--- src/rtl/dmem_arb_pkg.sv ---
// Shared definitions for the two-bank data memory arbiter.
// Contents:
//   NUM_REQ / NUM_BANK       requester and bank counts
//   REQ_CPU / REQ_CRYPT      requester indices
//   mem_req_t                one requester's access bundle, sized for the widest build
//   bank_of(addr, bit)       bank selected by a byte address
//   in_bank_addr(addr, bit)  word address inside a bank (byte-offset bits and bank bit removed)
package dmem_arb_pkg;

  localparam int NUM_REQ    = 2;
  localparam int NUM_BANK   = 2;
  localparam int REQ_CPU    = 0;
  localparam int REQ_CRYPT  = 1;

  localparam int MAX_ADDR_W = 32;
  localparam int MAX_DATA_W = 64;

  typedef struct packed {
    logic                    we;
    logic [MAX_ADDR_W-1:0]   addr;
    logic [MAX_DATA_W-1:0]   wdata;
    logic [MAX_DATA_W/8-1:0] be;
  } mem_req_t;

  function automatic logic bank_of(input logic [MAX_ADDR_W-1:0] addr, input int bank_bit);
    return addr[bank_bit];
  endfunction

  // Packs every address bit from bit 2 upwards, skipping the bank-select bit,
  // into a dense in-bank word index. Callers truncate to their bank width.
  function automatic logic [MAX_ADDR_W-1:0] in_bank_addr(input logic [MAX_ADDR_W-1:0] addr,
                                                         input int bank_bit);
    logic [MAX_ADDR_W-1:0] res;
    int                    k;
    res = '0;
    k   = 0;
    for (int i = 2; i < MAX_ADDR_W; i++) begin
      if (i != bank_bit) begin
        res[k] = addr[i];
        k++;
      end
    end
    return res;
  endfunction

endpackage

--- src/rtl/dmem_rr_picker.sv ---
// Two-way arbiter for one memory bank.
// Ports:
//   req_i       requests targeting this bank (index = requester)
//   ptr_i       requester that wins the next conflict
//   gnt_o       one-hot grant (or zero when idle)
//   conflict_o  both requesters want this bank this cycle
//   ptr_next_o  pointer value for the next cycle
module dmem_rr_picker
  import dmem_arb_pkg::*;
#(
  parameter int FIXED_PRIO = 0
) (
  input  logic [NUM_REQ-1:0] req_i,
  input  logic               ptr_i,
  output logic [NUM_REQ-1:0] gnt_o,
  output logic               conflict_o,
  output logic               ptr_next_o
);

  logic both;

  assign both       = &req_i;
  assign conflict_o = both;

  always_comb begin
    gnt_o      = req_i;
    ptr_next_o = ptr_i;
    if (both) begin
      if (FIXED_PRIO != 0) begin
        gnt_o = 2'b01;
      end else begin
        gnt_o      = ptr_i ? 2'b10 : 2'b01;
        // The loser of this conflict wins the next one.
        ptr_next_o = ~ptr_i;
      end
    end
  end

endmodule

--- src/rtl/dmem_bank_arbiter.sv ---
// Shares the two data-memory banks between the CPU load/store port (requester 0)
// and the crypt engine memory port (requester 1). Each bank arbitrates on its own;
// conflicts are resolved round-robin (or CPU-first with FIXED_PRIO=1) and counted.
// Ports:
//   clk_i, rst_i                 clock, synchronous active-low reset
//   req_i/we_i/addr_i/wdata_i/be_i  requester side, held until gnt_o
//   gnt_o                        combinational accept
//   rvalid_o/rdata_o             response one cycle after gnt_o (rdata 0 for writes)
//   bank_*_o                     per-bank access, driven in the grant cycle, zero when idle
//   bank_rdata_i                 bank read data, one cycle after bank_en_o
//   conflict_cnt_o               saturating conflict counter
module dmem_bank_arbiter
  import dmem_arb_pkg::*;
#(
  parameter int ADDR_W     = 10,
  parameter int DATA_W     = 32,
  parameter int BANK_BIT   = 2,
  parameter int FIXED_PRIO = 0
) (
  input  logic                                 clk_i,
  input  logic                                 rst_i,
  input  logic [NUM_REQ-1:0]                   req_i,
  input  logic [NUM_REQ-1:0]                   we_i,
  input  logic [NUM_REQ-1:0][ADDR_W-1:0]       addr_i,
  input  logic [NUM_REQ-1:0][DATA_W-1:0]       wdata_i,
  input  logic [NUM_REQ-1:0][DATA_W/8-1:0]     be_i,
  output logic [NUM_REQ-1:0]                   gnt_o,
  output logic [NUM_REQ-1:0]                   rvalid_o,
  output logic [NUM_REQ-1:0][DATA_W-1:0]       rdata_o,
  output logic [NUM_BANK-1:0]                  bank_en_o,
  output logic [NUM_BANK-1:0]                  bank_we_o,
  output logic [NUM_BANK-1:0][ADDR_W-4:0]      bank_addr_o,
  output logic [NUM_BANK-1:0][DATA_W-1:0]      bank_wdata_o,
  output logic [NUM_BANK-1:0][DATA_W/8-1:0]    bank_be_o,
  input  logic [NUM_BANK-1:0][DATA_W-1:0]      bank_rdata_i,
  output logic [15:0]                          conflict_cnt_o
);

  localparam int BA_W = ADDR_W - 3;

  logic [NUM_REQ-1:0]                 req_act;
  logic [NUM_REQ-1:0]                 tgt_bank;
  logic [NUM_REQ-1:0][BA_W-1:0]       word_addr;
  logic [NUM_BANK-1:0][NUM_REQ-1:0]   bank_req;
  logic [NUM_BANK-1:0][NUM_REQ-1:0]   bank_gnt;
  logic [NUM_BANK-1:0]                conflict;
  logic [NUM_BANK-1:0]                ptr_q, ptr_d;
  logic [NUM_REQ-1:0]                 rvalid_q, rvalid_d;
  logic [NUM_REQ-1:0]                 rd_q, rd_d;
  logic [NUM_REQ-1:0]                 bsel_q, bsel_d;
  logic [15:0]                        cnt_q, cnt_d;
  logic [16:0]                        cnt_sum;

  // Requests are masked during reset so nothing reaches the banks.
  assign req_act = rst_i ? req_i : '0;

  for (genvar r = 0; r < NUM_REQ; r++) begin : g_req
    assign tgt_bank[r]  = bank_of(MAX_ADDR_W'(addr_i[r]), BANK_BIT);
    assign word_addr[r] = BA_W'(in_bank_addr(MAX_ADDR_W'(addr_i[r]), BANK_BIT));
  end

  for (genvar b = 0; b < NUM_BANK; b++) begin : g_bank
    for (genvar r = 0; r < NUM_REQ; r++) begin : g_bank_req
      assign bank_req[b][r] = req_act[r] & (tgt_bank[r] == 1'(b));
    end

    dmem_rr_picker #(
      .FIXED_PRIO (FIXED_PRIO)
    ) u_picker (
      .req_i      (bank_req[b]),
      .ptr_i      (ptr_q[b]),
      .gnt_o      (bank_gnt[b]),
      .conflict_o (conflict[b]),
      .ptr_next_o (ptr_d[b])
    );
  end

  // Grant cycle: route the winning requester onto its bank.
  always_comb begin
    bank_en_o    = '0;
    bank_we_o    = '0;
    bank_addr_o  = '0;
    bank_wdata_o = '0;
    bank_be_o    = '0;
    gnt_o        = '0;
    for (int b = 0; b < NUM_BANK; b++) begin
      for (int r = 0; r < NUM_REQ; r++) begin
        if (bank_gnt[b][r]) begin
          bank_en_o[b]    = 1'b1;
          bank_we_o[b]    = we_i[r];
          bank_addr_o[b]  = word_addr[r];
          bank_wdata_o[b] = wdata_i[r];
          bank_be_o[b]    = be_i[r];
          gnt_o[r]        = 1'b1;
        end
      end
    end
  end

  always_comb begin
    rvalid_d = gnt_o;
    rd_d     = gnt_o & ~we_i;
    bsel_d   = tgt_bank;
    cnt_sum  = {1'b0, cnt_q};
    for (int b = 0; b < NUM_BANK; b++) begin
      cnt_sum = cnt_sum + 17'(conflict[b]);
    end
    cnt_d = cnt_sum[16] ? 16'hFFFF : cnt_sum[15:0];
  end

  always_ff @(posedge clk_i) begin
    if (!rst_i) begin
      rvalid_q <= '0;
      rd_q     <= '0;
      bsel_q   <= '0;
      ptr_q    <= '0;
      cnt_q    <= '0;
    end else begin
      rvalid_q <= rvalid_d;
      rd_q     <= rd_d;
      bsel_q   <= bsel_d;
      ptr_q    <= ptr_d;
      cnt_q    <= cnt_d;
    end
  end

  // Response cycle: the bank's registered read data arrives now, so only the
  // routing is held in flops. Asserting reset drops any response in flight.
  assign rvalid_o = rvalid_q & {NUM_REQ{rst_i}};

  always_comb begin
    for (int r = 0; r < NUM_REQ; r++) begin
      rdata_o[r] = (rst_i && rd_q[r]) ? bank_rdata_i[bsel_q[r]] : '0;
    end
  end

  assign conflict_cnt_o = cnt_q;

endmodule

--- config.mk ---
export PLATFORM = sky130hd
export DESIGN_NAME = dmem_bank_arbiter
export DESIGN_NICKNAME = d
export VERILOG_FILES = /design/src/rtl/dmem_arb_pkg.sv /design/src/rtl/dmem_rr_picker.sv /design/src/rtl/dmem_bank_arbiter.sv
export SDC_FILE = /design/constraint.sdc
export NUM_CORES = 1
export LEC_CHECK = 0
export CAP_MARGIN = 10
export CORE_AREA = 2 2 130 132
export CTS_CLUSTER_DIAMETER = 60
export DETAILED_ROUTE_END_ITERATION = 16
export DIE_AREA = 0 0 132 134
export GPL_TIMING_DRIVEN = 0
export PLACE_DENSITY_LB_ADDON = 0.08
export SLEW_MARGIN = 40
export SYNTH_ARGS = -nofsm -noshare
export SYNTH_HDL_FRONTEND = slang
export SYNTH_HIERARCHICAL = 1
export SYNTH_SLANG_ARGS = --single-unit
--- constraint.sdc ---
create_clock -name clk_i -period 5.35 [get_ports clk_i]
set_clock_uncertainty 0.15 [all_clocks]
set_input_delay 0.8025 -clock clk_i [delete_from_list [all_inputs] [get_ports clk_i]]
set_output_delay 0.8025 -clock clk_i [all_outputs]
set_load 0.05 [all_outputs]
-- Word-level counts from Yosys, hierarchy flattened
Cells that the tools add are included.
- output and inout bits: 174
- flip-flop bits (word level): 24
- input bits: 162
- word-level logic and storage cells: 60
- mux-type cells: 35
- bitwise operators: 11
- order comparisons: 2
- reductions and logical operators: 4
- add/sub/neg operators: 2
- operators by type and width (cell ; count):
    32-bit two-way mux ; 10
    7-bit two-way mux ; 4
    16-bit by 1-bit adder with 17-bit output ; 1
    17-bit by 1-bit adder with 17-bit output ; 1
    16-bit two-way mux ; 1
    4-bit two-way mux ; 4
    1-bit two-way mux ; 11
    2-bit two-way mux ; 5
    1-bit AND ; 4
    2-bit AND ; 2
    1-bit by 2-bit < comparator with 1-bit output (second input constant) ; 2
    1-bit NOT ; 4
    2-bit AND reduction ; 2
    1-bit logical AND ; 2
    2-bit NOT ; 1

-- Logic depth before layout (Yosys ltp)
- word-level depth: 7
- gate-level depth with buffers: 13
- mapped depth without buffers: 10

-- Modules after synthesis
Netlist, hierarchy kept.
- modules (own cells, without submodules) (module ; cells each ; area each (µm²) ; sequential area each (µm²) ; times used):
    dmem_bank_arbiter ; 466 ; 3103.0 ; 480.5 ; 1
    dmem_rr_picker ; 5 ; 36.3 ; 0.0 ; 2

-- Worst setup path after synthesis
No wires, ideal clock.
- path kind: input port to output port
- from: input port rst_i
- to: output port bank_addr_o[0] (netlist bit)
- stages: 8
- required time: 4398 ps
- setup slack: 1369 ps
- path buffers: 3
- arrival: 3029 ps
- cell sequence: clkbuf_1 -> nand2_1 -> nor2_1 -> a21boi_0 -> clkbuf_1 -> clkbuf_1 -> nand2_1 -> o21ai_0
- RTL lines (item ; line ; RTL):
    start: declaration ; dmem_bank_arbiter.sv:21 ; input logic rst_i,
    end: declaration ; dmem_bank_arbiter.sv:32 ; output logic [NUM_BANK-1:0][ADDR_W-4:0] bank_addr_o,

==> results.md <==
- Post-layout minimum cycle time: 5050 ps
- Proportion of power drawn by the clock network: 0.249
- Per-instance average area after synthesis: roughly 6.7 sq um
- First-pass GRT wire length: about 26000 microns
- Share of power burned in registers: 0.206
- Number of antenna violations at the first check in global routing: 1
- Number of nets in the finished design: about 980
- CP Data Arrival Time: 4100 ps
- Synthesized net count: 640
- Most used flip-flop cell after synthesis: sky130_fd_sc_hd__dfxtp_1
- Largest net degree at the start of global routing: 15
- Synthesis-to-layout area growth: 117%
- Sinks on Clock Net: 24
- Routed vias/inst: between 4 and 5
- Total of warnings raised by yosys: 6
- Full die area: about 0.018 sq mm
- Max_cap viols: 0
- TritonCTS clock tree: done
- Cts bufs inserted: 3
- Total detailed-routing wirelength: 17500 microns
- Buffer depth of the longest clock path: 2
- Total of endpoints with negative setup slack in the final report: 0
- Final-layout setup total negative slack: 0 ps
- Post-route fraction of the period consumed by the critical path: 0.944
- Post-CTS setup-driven buffer insertion count: 0
- Fin. Hold Viols: 0
- Ys async rst share: 0
- GRT Overall Usage: 0.180
- Number of buffer cells added on primary ports: around 330
- Switching power total: 339 uW
- Max-slew violation total from the final report: 0
- Mapped cell area: 0.00318 sq mm
- Number of global-route vias before repair: 4816
- Clock-pin slew on the worst setup and hold paths: around 70 ps
- Net switching share of the total power: 0.385
- Internal: 541 uW
- Most common library cells after synthesis: sky130_fd_sc_hd__nand2_1, sky130_fd_sc_hd__nor2_1, sky130_fd_sc_hd__mux2i_1, sky130_fd_sc_hd__o21ai_0, sky130_fd_sc_hd__a22o_1
- Area contributors post-synth: sky130_fd_sc_hd__mux2i_1, sky130_fd_sc_hd__dfxtp_1, sky130_fd_sc_hd__a22o_1
- Maximum fanout count along the critical path: 10
- Count of TritonRoute iterations in the first routing pass: 4
- Max-Slew Margin vs Limit: 0.602
- Multi-input logic area: 0.00246 sq mm
- Run status: completed
- Top Ports: approximately 340
- Share of post-route cells with drive strength above 1: 0.0370
- Maximum operating frequency: between 150 and 200 MHz
- Combinational cell fraction of total power: 0.545
- Routed vias: 4767
- Congestion Overflow GR: 0
- Areal power density over the cells: 128 mW/mm^2
- Sequential fraction of the synthesis area: 0.151
- Detailed-placement wirelength estimate: 14400 microns
- Seq cells post-synth: 24
- Worst-skew pair later-pin latency: between 200 and 300 ps
- Initial core utilization: 0.195
- Setup Crit Path Kind: in -> out
- Final Core Density: 0.422
- Weighted congestion reported at the end of routability-driven placement: 0.836
- DRC: 0
- Number of hold buffers added after CTS: 0
- Die outline width: 132 microns
- Most common cell in the synthesized netlist: sky130_fd_sc_hd__nand2_1
- Area share of the largest cell type after synthesis: 0.202
- Flip-flop and latch area: between 400 and 500 sq um
- Largest area contributor in the synthesized netlist: sky130_fd_sc_hd__mux2i_1
- Worst setup timing slack at the placement stage: -261 ps
- Count of nets left with antenna violations after detail routing: 0
- Initial DRC Count: roughly 170
- Synth Instances: 476
- H-tree depth: 1
- Std-Cell Rows: 47
- Clock tree root buffer cell: sky130_fd_sc_hd__clkbuf_16
- Endpoint required time on the critical path: 4400 ps
- Die span in y: 134 microns
- Layout filler cell count: 1674
- Drt wl/cell: 17.0 microns
- Kind of end point of the critical path: primary output
- Slack of the critical path: 298 ps
- Worst Setup Start Kind: primary input
- Pin slew with the least headroom to its limit: 595 ps
- Reported leakage power: 2.66 nW
- Library cells used by synthesis: 41
- Number of enable-type register cells in the synthesized netlist: 0
- Worst min-delay path category: reg -> reg
- Core Region: 0.0163 sq mm
- Worst VDD drop: 0.108 mV
[final timing paths]
kind	from	slack, ps	endpoint	cells after the start
setup reg to reg	conflict_cnt_o[0]$_SDFF_PN0_	2980	conflict_cnt_o[11]$_SDFF_PN0_	9
hold / removal	conflict_cnt_o[15]$_SDFF_PN0_	380	conflict_cnt_o[15]$_SDFF_PN0_	2
setup / recovery	rst_i	300	bank_wdata_o[43]	7
hold reg to reg	conflict_cnt_o[15]$_SDFF_PN0_	380	conflict_cnt_o[15]$_SDFF_PN0_	2
[sequential cells by signal (all words and copies together) (netlist names)]
register and flops:
conflict_cnt_o 16, rd_q 2, bsel_q 2, rvalid_q 2, ptr_q 2
[critical path: stages]
cell	delay, ps
sky130_fd_sc_hd__clkdlybuf4s50_1	620
sky130_fd_sc_hd__and3_1	270
sky130_fd_sc_hd__a21boi_0	460
sky130_fd_sc_hd__clkbuf_1	430
sky130_fd_sc_hd__clkbuf_1	440
sky130_fd_sc_hd__a22o_1	230
sky130_fd_sc_hd__clkdlybuf4s50_1	840
[power by group through the flow]
stage / Sequential, mW / Clock (mW) / Combinational, mW
after global placement: 0.186 / 0 / 0.483
after global routing: 0.182 / 0.231 / 0.505
after CTS: 0.182 / 0.224 / 0.483
final: 0.182 / 0.219 / 0.480
after detailed placement: 0.186 / 0 / 0.486
after floorplan: 0.186 / 0 / 0.246
[area by class of cell]
class,instances,share of cell area
Clock inverter,1,0.00437
Antenna cell,1,0.000364
Multi-Input combinational cell,397,0.358
Buffer,45,0.0302
Clock buffer,3,0.0109
Sequential cell,24,0.0699
Timing Repair Buffer,331,0.481
Inverter,10,0.00546
Tap cell,220,0.0400
[cell families (layout without fill, tap and decap cells)]
family | count (synthesis) | count (layout) | synth area share
AND/OR/NAND/NOR | 208 | 208 | 0.293
AO/OA/AOI/OAI | 118 | 118 | 0.255
multiplexers | 64 | 64 | 0.202
buffers and inverters | 55 | 390 | 0.0753
flip-flops | 24 | 24 | 0.151
XOR/XNOR | 5 | 5 | 0.0138
adder cells (fa/ha/maj) | 2 | 2 | 0.0102
other | 0 | 1 | 0
[metal layers]
metal  wire (microns)  share of wire  global-route usage
met3             1790           0.10              0.0680
met4              322          0.018              0.0453
met2             8810           0.50               0.334
met1             6610           0.38               0.193
met5                0              0                   0
[layout by cell type (no fill, tap or decap), types with 3 or more instances in the layout]
cell	netlist	layout
sky130_fd_sc_hd__clkbuf_2	0	5
sky130_fd_sc_hd__and4_1	3	3
sky130_fd_sc_hd__and2_1	8	8
sky130_fd_sc_hd__or4_1	5	5
sky130_fd_sc_hd__a21oi_1	4	4
sky130_fd_sc_hd__a31oi_1	10	10
sky130_fd_sc_hd__inv_1	10	10
sky130_fd_sc_hd__buf_2	7	7
sky130_fd_sc_hd__clkbuf_16	0	3
sky130_fd_sc_hd__nor2_1	66	66
sky130_fd_sc_hd__dfxtp_1	24	24
sky130_fd_sc_hd__buf_1	2	3
sky130_fd_sc_hd__dlygate4sd2_1	0	24
sky130_fd_sc_hd__o21ai_0	47	47
sky130_fd_sc_hd__xnor2_1	4	4
sky130_fd_sc_hd__and3_1	3	3
sky130_fd_sc_hd__mux2i_1	64	64
sky130_fd_sc_hd__clkbuf_1	32	26
sky130_fd_sc_hd__a22o_1	45	45
sky130_fd_sc_hd__or2_2	4	4
sky130_fd_sc_hd__or3_1	3	3
sky130_fd_sc_hd__nand3_1	6	6
sky130_fd_sc_hd__o31ai_1	3	3
sky130_fd_sc_hd__nand4_1	3	3
sky130_fd_sc_hd__nand2_1	93	93
sky130_fd_sc_hd__clkdlybuf4s50_1	0	298
sky130_fd_sc_hd__nor2b_1	4	4
sky130_fd_sc_hd__dlymetal6s2s_1	0	9
[through the flow]
step	power [mW]	instance area, sq um	instances	hold WS, ps
finish	0.881	6880	1032	383
global route	0.917	6880	1032	419
CTS	0.888	6840	1031	372
detailed placement	0.672	6760	1027	363
global placement	0.669	6760	1027	358
floorplan	0.432	3180	476	434
[repair_timing]
action	4_1_cts	5_1_grt
hold endpoints to repair	0	0
pin swaps	0	0
gates cloned	0	0
endpoints found under the setup margin	40	40
gates resized for setup	25	21
(Power assumes the default switching activity.)
